--- config.mk ---
export PLATFORM = sky130hd
export DESIGN_NAME = inv_key_expansion
export DESIGN_NICKNAME = d
export VERILOG_FILES = /design/src/rtl/inv_key_expansion.sv
export SDC_FILE = /design/constraint.sdc
export NUM_CORES = 2
export LEC_CHECK = 0
export CORE_MARGIN = 2
export CORE_UTILIZATION = 42
export CTS_CLUSTER_DIAMETER = 50
export DETAILED_ROUTE_END_ITERATION = 6
export HOLD_SLACK_MARGIN = 0.15
export PLACE_DENSITY = 0.64
export SYNTH_ARGS = -nofsm -noshare
export SYNTH_HDL_FRONTEND = slang
export SYNTH_SLANG_ARGS = --single-unit
--- constraint.sdc ---
create_clock -name clk -period 5.5 [get_ports clk]
set_input_delay 1.1 -clock clk [delete_from_list [all_inputs] [get_ports clk]]
set_output_delay 1.1 -clock clk [all_outputs]
set_load 0.01 [all_outputs]
--- src/rtl/inv_key_expansion.sv ---
// Reverse AES-128 key schedule: walks from the round-10 key back to the cipher key,
// one round per cycle, and holds all 11 round keys for random-access readout.

module aes_sbox (
  input  logic [7:0] i_byte,
  output logic [7:0] o_byte
);

  localparam logic [2047:0] SBOX = {
    128'h637c777bf26b6fc53001672bfed7ab76, 128'hca82c97dfa5947f0add4a2af9ca472c0,
    128'hb7fd9326363ff7cc34a5e5f171d83115, 128'h04c723c31896059a071280e2eb27b275,
    128'h09832c1a1b6e5aa0523bd6b329e32f84, 128'h53d100ed20fcb15b6acbbe394a4c58cf,
    128'hd0efaafb434d338545f9027f503c9fa8, 128'h51a3408f929d38f5bcb6da2110fff3d2,
    128'hcd0c13ec5f974417c4a77e3d645d1973, 128'h60814fdc222a908846eeb814de5e0bdb,
    128'he0323a0a4906245cc2d3ac629195e479, 128'he7c8376d8dd54ea96c56f4ea657aae08,
    128'hba78252e1ca6b4c6e8dd741f4bbd8b8a, 128'h703eb5664803f60e613557b986c11d9e,
    128'he1f8981169d98e949b1e87e9ce5528df, 128'h8ca1890dbfe6426841992d0fb054bb16
  };

  // Entry 0 sits in the top byte, so the bit offset of entry x is (255 - x) * 8.
  logic [10:0] w_idx;

  assign w_idx  = {~i_byte, 3'b000};
  assign o_byte = SBOX[w_idx +: 8];

endmodule

module inv_key_expansion (
  input  logic         clk,
  input  logic         reset,
  input  logic         start,
  input  logic [127:0] last_key,
  input  logic [3:0]   round_number,
  output logic [127:0] round_key,
  output logic         busy,
  output logic         done
);

  localparam int unsigned KEY_W    = 128;
  localparam int unsigned WORD_W   = 32;
  localparam int unsigned NUM_KEYS = 11;
  localparam logic [3:0]  LAST_RND = 4'd10;

  typedef enum logic [1:0] {
    S_IDLE,
    S_EXPAND,
    S_DONE
  } state_t;

  state_t            r_state, w_state_nxt;
  logic [3:0]        r_round, w_round_nxt;
  logic              r_busy, w_busy_nxt;
  logic              r_done, w_done_nxt;
  logic [KEY_W-1:0]  r_key_mem [NUM_KEYS];

  logic              w_we;
  logic [3:0]        w_waddr;
  logic [KEY_W-1:0]  w_wdata;
  logic [KEY_W-1:0]  w_cur;
  logic [KEY_W-1:0]  w_prev;
  logic [WORD_W-1:0] w_a0, w_a1, w_a2, w_a3;
  logic [WORD_W-1:0] w_p0, w_p1, w_p2, w_p3;
  logic [WORD_W-1:0] w_rot, w_sub;
  logic [7:0]        w_rcon;

  always_comb begin
    w_cur = '0;
    if (r_round <= LAST_RND) begin
      w_cur = r_key_mem[r_round];
    end
  end

  assign {w_a0, w_a1, w_a2, w_a3} = w_cur;

  // Undo one forward round: the last three words fall out by XOR of neighbours.
  assign w_p3 = w_a3 ^ w_a2;
  assign w_p2 = w_a2 ^ w_a1;
  assign w_p1 = w_a1 ^ w_a0;
  assign w_rot = {w_p3[23:0], w_p3[31:24]};

  for (genvar g = 0; g < 4; g++) begin : g_subword
    aes_sbox u_sbox (
      .i_byte (w_rot[g*8 +: 8]),
      .o_byte (w_sub[g*8 +: 8])
    );
  end

  always_comb begin
    w_rcon = 8'h00;
    case (r_round)
      4'd1:    w_rcon = 8'h01;
      4'd2:    w_rcon = 8'h02;
      4'd3:    w_rcon = 8'h04;
      4'd4:    w_rcon = 8'h08;
      4'd5:    w_rcon = 8'h10;
      4'd6:    w_rcon = 8'h20;
      4'd7:    w_rcon = 8'h40;
      4'd8:    w_rcon = 8'h80;
      4'd9:    w_rcon = 8'h1b;
      4'd10:   w_rcon = 8'h36;
      default: w_rcon = 8'h00;
    endcase
  end

  assign w_p0   = w_a0 ^ w_sub ^ {w_rcon, 24'h000000};
  assign w_prev = {w_p0, w_p1, w_p2, w_p3};

  always_comb begin
    w_state_nxt = r_state;
    w_round_nxt = r_round;
    w_busy_nxt  = r_busy;
    w_done_nxt  = r_done;
    w_we        = 1'b0;
    w_waddr     = r_round;
    w_wdata     = w_prev;
    case (r_state)
      S_IDLE, S_DONE: begin
        if (start) begin
          w_state_nxt = S_EXPAND;
          w_round_nxt = LAST_RND;
          w_busy_nxt  = 1'b1;
          w_done_nxt  = 1'b0;
          w_we        = 1'b1;
          w_waddr     = LAST_RND;
          w_wdata     = last_key;
        end
      end
      S_EXPAND: begin
        w_we        = 1'b1;
        w_waddr     = r_round - 4'd1;
        w_round_nxt = r_round - 4'd1;
        if (r_round == 4'd1) begin
          w_state_nxt = S_DONE;
          w_busy_nxt  = 1'b0;
          w_done_nxt  = 1'b1;
        end
      end
      default: begin
        w_state_nxt = S_IDLE;
        w_busy_nxt  = 1'b0;
        w_done_nxt  = 1'b0;
      end
    endcase
  end

  always_ff @(posedge clk or negedge reset) begin
    if (!reset) begin
      r_state <= S_IDLE;
      r_round <= 4'd0;
      r_busy  <= 1'b0;
      r_done  <= 1'b0;
    end else begin
      r_state <= w_state_nxt;
      r_round <= w_round_nxt;
      r_busy  <= w_busy_nxt;
      r_done  <= w_done_nxt;
    end
  end

  always_ff @(posedge clk or negedge reset) begin
    if (!reset) begin
      for (int i = 0; i < int'(NUM_KEYS); i++) begin
        r_key_mem[i] <= '0;
      end
    end else if (w_we) begin
      r_key_mem[w_waddr] <= w_wdata;
    end
  end

  always_comb begin
    round_key = '0;
    if (round_number <= LAST_RND) begin
      round_key = r_key_mem[round_number];
    end
  end

  assign busy = r_busy;
  assign done = r_done;

endmodule

-- After elaboration in Yosys (flattened, before gate mapping)
Memory sizes are Yosys's and may differ from the RTL's.
Cells that the tools add are included.
- flip-flop bits (word level): 1416
- memory bits (read-only): 128
- input bits: 135
- logic and storage cells: 74
- memories kept: 1
- add/subtract/negate cells: 1
- magnitude comparators: 6
- equal/unequal tests: 5
- shifts and indexed selects: 4
- muxes and demuxes: 26
- bitwise operators: 12
- reduce and logical (&&, ||, !) cells: 4
- memories (memory ; words ; bits a word ; rd ports ; clocked after memory_dff ; write ports ; RTL line ; source):
    (name not given) ; 16 ; 8 ; 1 ; 0 ; 0 ; 90 ; case (r_round)
- operators with widths (operator ; count):
    variable part select 2048 x 12 -> 8 bit (first input constant) ; 4
    bitwise mux 1408 bit ; 1
    2-to-1 mux 128 bit ; 9
    binary-select mux 128 bit (select 4 bit) ; 2
    demux 128 bit (select 4 bit) ; 1
    bitwise XOR 32 bit ; 5
    inverter 8 bit ; 4
    >= comparator 5 bit (second input constant) ; 3
    inverter 4 -> 5 bit ; 3
    <= comparator 4 bit (second input constant) ; 2
    one-hot mux 4 bit (2 select lines) ; 1
    one-hot mux 1 bit (2 select lines) ; 3
    less-than comparator 5 x 1 -> 1 bit (second input constant) ; 1
    2-to-1 mux 1 bit ; 5
    == test 4 x 1 -> 1 bit (second input constant) ; 1
    2-to-1 mux 2 bit ; 2
    2-to-1 mux 4 bit ; 1
    inequality test 2 bit (second input constant) ; 2
    one-hot mux 2 bit (2 select lines) ; 1
    subtractor 4 x 1 -> 4 bit (second input constant) ; 1
    == test 2 x 1 -> 1 bit (second input constant) ; 1
    == test 2 bit (second input constant) ; 1
    logical NOT 2 bit ; 1
    AND reduction 2 bit ; 1
    2 further kinds ; 2

-- Longest topological paths before layout
- word-level depth: 13
- depth in mapped cells: 26
- gate-level depth less buffers: 17

-- Hierarchy
A second synthesis with hierarchy kept.
- cell total of the unflattened synthesis: 9347
- area, all modules: 91383.9 µm²
- modules (own cells, without submodules) (module ; instances ; cells an instance ; area an instance (µm²) ; seq. area each (µm²)):
    inv_key_expansion ; 1 ; 7207 ; 77795.9 ; 35434.0
    aes_sbox ; 4 ; 535 ; 3397.0 ; 0.0

-- Worst setup path after synthesis
OpenSTA, ideal clock, no wires.
- path type: register to register
- start point: reg r_round[0]
- end point: reg r_key_mem[243] (netlist bit)
- library setup time: 77 ps
- arrival time: 5276 ps
- required time: 5423 ps
- path slack: 148 ps
- stages on the path, launching flop included: 24
- path buffers: 9
- clock period less this slack: 5352 ps
- path through: dfrtp_1 buf_6 buf_12 inv_2 buf_2 ha_1 clkbuf_1 nor2b_1 nor2_4 buf_2 buf_2 o21ai_0 nand2_1 clkbuf_1 ha_1 clkbuf_1 clkbuf_1 o21ai_0 a311o_1 a311o_1 and4_1 nor4_4 nand2_2 o21ai_1
- word-level cells in the longest chain between the ends: 13
- elaborated cells on any way between the ends: 23
- ends and longest elaborated chain (item ; RTL line ; source):
    start: declaration ; 51 ; logic [3:0] r_round, w_round_nxt;
    start signal: assignment ; 154 ; r_round <= w_round_nxt;
    inverter 4 -> 5 bit (not written as such) ; 69 ; w_cur = r_key_mem[r_round];
    binary-select mux 128 bit (select 4 bit) ; 69 ;
    2-to-1 mux 128 bit (not written as such) (2 in series) ; 69 ;
    2-to-1 mux 128 bit ; 68 ; if (r_round <= LAST_RND) begin
    bitwise XOR 32 bit ; 76 ; assign w_p3 = w_a3 ^ w_a2;
    inverter 8 bit ; 23 ; assign w_idx = {~i_byte, 3'b000};
    variable part select 2048 x 12 -> 8 bit ; 24 ; assign o_byte = SBOX[w_idx +: 8];
    bitwise XOR 32 bit (2 in series) ; 105 ; assign w_p0 = w_a0 ^ w_sub ^ {w_rcon, 24'h000000};
    2-to-1 mux 128 bit ; 118 ; if (start) begin
    2-to-1 mux 128 bit ; 116 ; case (r_state)
    bitwise mux 1408 bit (*) ; 166 ; r_key_mem[w_waddr] <= w_wdata;
    end signal: indexed assignment ; 166 ;
    end: declaration ; 54 ; logic [KEY_W-1:0] r_key_mem [NUM_KEYS];
Every way passes the cells marked *; elsewhere a longest branch is shown, timed or not. The select of a mux whose other input is x is not followed.
A chain may end at the register's enable or synchronous reset.

-- Worst setup path after layout
- start point: reg r_round[1]
- end point: reg r_key_mem[750] (netlist bit)
The elaborated chain is that of the path after synthesis.

==> impl_metrics.tcl <==
set metrics [dict create \
    outcome "complete, but fails checks" \
    violations "DRC, capacitance limit, slew limit" \
    grt_pass1_vias 86375 \
    cts_buffers 172 \
    async_reset_ff_share_pct 100 \
    critPathCaptureType "flip-flop" \
    core_area_sq_mm 0.217 \
    cts-root-buf "clkbuf_16" \
    required_ns 6.24 \
    preCtsSetupSlack_ns -0.161 \
    report.final.hold_viol_count 0 \
    ys_ff_latch 1415 \
    reg2reg_slack_ns 0.002 \
    maxCapViolations 2 \
    cts.clk_slew.worst_paths_ns 0.06 \
    crit_type "flip-flop to flip-flop" \
    netlist_area_sq_mm 0.0912 \
    n_fill_cell 19863 \
    worst_pin_slew_ns 1.73 \
    h-tree-depth 4 \
    ys.flop_type "dfrtp_1" \
    slew_headroom_pct -15.3 \
    port_buffers 264 \
    synth_edf_count 0 \
    grt_max_degree 148 \
    synth.area.top_cells "dfrtp_1 39%, mux4_2 12%, o21ai_0 7.6%" \
    fp.dieH_microns 470 \
    pin_count 265 \
    grt_pass1_wl_mm 636 \
    period_share_pct 100 \
    place_hpwl_mm 314 \
    setup_ws_ns 0.00215 \
    synth_area_per_cell_sq_um 9.37 \
    drive_above_1_share_pct 22.3 \
    yosysWarnings 0 \
    drc_errors 5 \
    synth.yosys.seq_area_share_pct 38.8 \
    fp.dieArea_sq_mm 0.221 \
    path_max_fanout 21 \
    maxSlewViolCount 4 \
    gr-total-overflow 0 \
    period_needed_ns 5.50 \
    grtUsageTotal_pct 39.4 \
    clk_path_buf_depth 3 \
    crit_path_start_kind "flip-flop" \
    rsz0062_at_grt "no" \
    hp-class "input port to asynchronous set/reset pin" \
    firstDrtPassIters 7 \
    cts_sinks 1415 \
    yosys.area.top_type_share_pct 38.8 \
    drtIter0Drc 11229 \
    floorplan.rows 171 \
    setup_viol 0 \
    wl_per_cell_microns 33.3 \
    syn_to_final_growth_pct 21.4 \
    avgViaCountPerCell 6.66 \
    yosys.area.top_type "dfrtp_1" \
    cts_tree "done" \
    clock-skew-final_ns 0.0572 \
    initial_core_util_pct 42.1 \
    place.gp.congestion 1.03 \
    die_w_microns 470 \
    yosysUniqueCellTypes 113 \
    ant_nets 0 \
    hold_buffers 0 \
    fin_nets 10546 \
    vias 89032 \
    fmax_mhz 182 \
    antenna_found_initial 23 \
    wl_mm 445 \
    synth_nets 9918 \
    syn_inst 9735 \
    worstSkewPairLatency_ns 0.88 \
    crit_arrival_ns 6.24 \
]
per-layer routing:
| metal | GRT usage (%) | up-vias | wire (microns) |
|---|---|---|---|
| li1 | - | 37291 | - |
| met1 | 51.0 | 44737 | 169000 |
| met4 | 23.7 | 26 | 31400 |
| met5 | 0.800 | - | 414 |
| met3 | 11.4 | 1261 | 51300 |
| met2 | 58.2 | 5717 | 193000 |
worst paths after layout:
kind | end | from | cells after the start
max | r_key_mem[750] | r_round[1] | 16
min | r_key_mem[119] | reset | 1
max reg2reg | r_key_mem[750] | r_round[1] | 16
min reg2reg | r_key_mem[983] | r_key_mem[983] | 2
max in group asynchronous | r_key_mem[565] | reset | 2
min in group clk | r_key_mem[983] | r_key_mem[983] | 2
state kept, by name (all words and copies together), names as in the netlist:
name	flops
busy	1
r_state	2
r_round	4
r_key_mem	1408
cell families (layout without fill, tap and decap cells):
family | Yosys count | after routing | synth area share, %
fa+ha+maj | 48 | 48 | 0.658
flops | 1415 | 1415 | 38.8
compound gates | 3190 | 3190 | 21.4
simple gates | 2667 | 2667 | 12.3
xor+xnor | 196 | 196 | 1.95
other cells | 0 | 15 | 0
mux | 1144 | 1144 | 19.5
buf+inv | 1075 | 1843 | 5.43
synth_stat cells, types with 112 or more instances:
cell      count
o22ai_1     261
nor3_1      136
o21ai_0    1391
mux2_2      171
a31oi_1     119
buf_2       157
clkbuf_1    666
mux2i_1     485
nand2_1    1591
mux4_2      481
nand3_1     142
nor2_1      539
a22oi_1     112
dfrtp_1    1415
a21oi_1     496
stage by stage:
stage | cell area [sq um] | setup TNS (ns) | utilization (%) | hold WS [ns] | std cells
global route | 111000 | 0 | 51.1 | 0.167 | 13358
global placement | 104000 | -2.35 | 48.2 | 0.472 | 13038
floorplan | 91200 | 0 | - | 0.458 | 9735
CTS | 110000 | 0 | 51.0 | 0.235 | 13352
finish | 111000 | 0 | 51.2 | 0.114 | 13372
detailed placement | 104000 | -1.83 | 48.2 | 0.482 | 13038
worst max-delay path, cell delays in order (launching register included):
cell	delay (ns)
dfrtp_4	0.65
buf_4	0.40
buf_4	0.29
o21ai_0	0.23
and3_1	0.27
o21ai_0	0.78
buf_4	0.32
nand3_1	0.13
o22ai_1	0.15
a21oi_1	0.09
o311ai_0	0.45
buf_4	0.21
and4_1	0.21
nor3_1	0.06
or3b_1	0.56
buf_4	0.26
mux2_2	0.27
timing repair:
| item | 4_1_cts | 5_1_grt |
|---|---|---|
| pin swaps | 0 | 3 |
| endpoints found under the setup margin | 25 | 265 |
| gates resized for setup | 5 | 56 |
| buffers inserted | 0 | 5 |
placed cells by master, fill, tap and decap left out, drive strengths merged, types with 26 or more instances in the layout:
cell / count
and3: 29
clkinv: 35
nand2: 1594
nand4: 28
nor3: 142
buf: 1233
o22ai: 263
o221ai: 49
a21oi: 500
clkbuf: 244
nor4: 32
o21ai: 1421
o311ai: 31
inv: 48
o211ai: 93
mux2i: 485
dfrtp: 1415
a311oi: 38
o2111ai: 26
xor2: 88
a31oi: 120
nor2: 542
mux2: 172
a2111oi: 27
o31ai: 106
a211oi: 87
clkdlybuf4s50: 259
a22oi: 117
mux4: 487
xnor2: 108
a22o: 27
nand3: 143
ha: 48
a221oi: 35
layout make-up:
cell class | count | area, sq um | area share [%]
diodes | 15 | 37.5 | 0.0339
clock buffers | 244 | 4950 | 4.47
clock inverters | 70 | 1000 | 0.904
inverters | 37 | 145 | 0.131
multi-input cells | 7245 | 51400 | 46.4
flip-flops and latches | 1415 | 35400 | 32.0
well taps | 2854 | 3570 | 3.22
repair buffers | 1492 | 14200 | 12.8
Power is not shown: default switching activity piles up to over one toggle a cycle in this logic, so the estimate is an artifact.
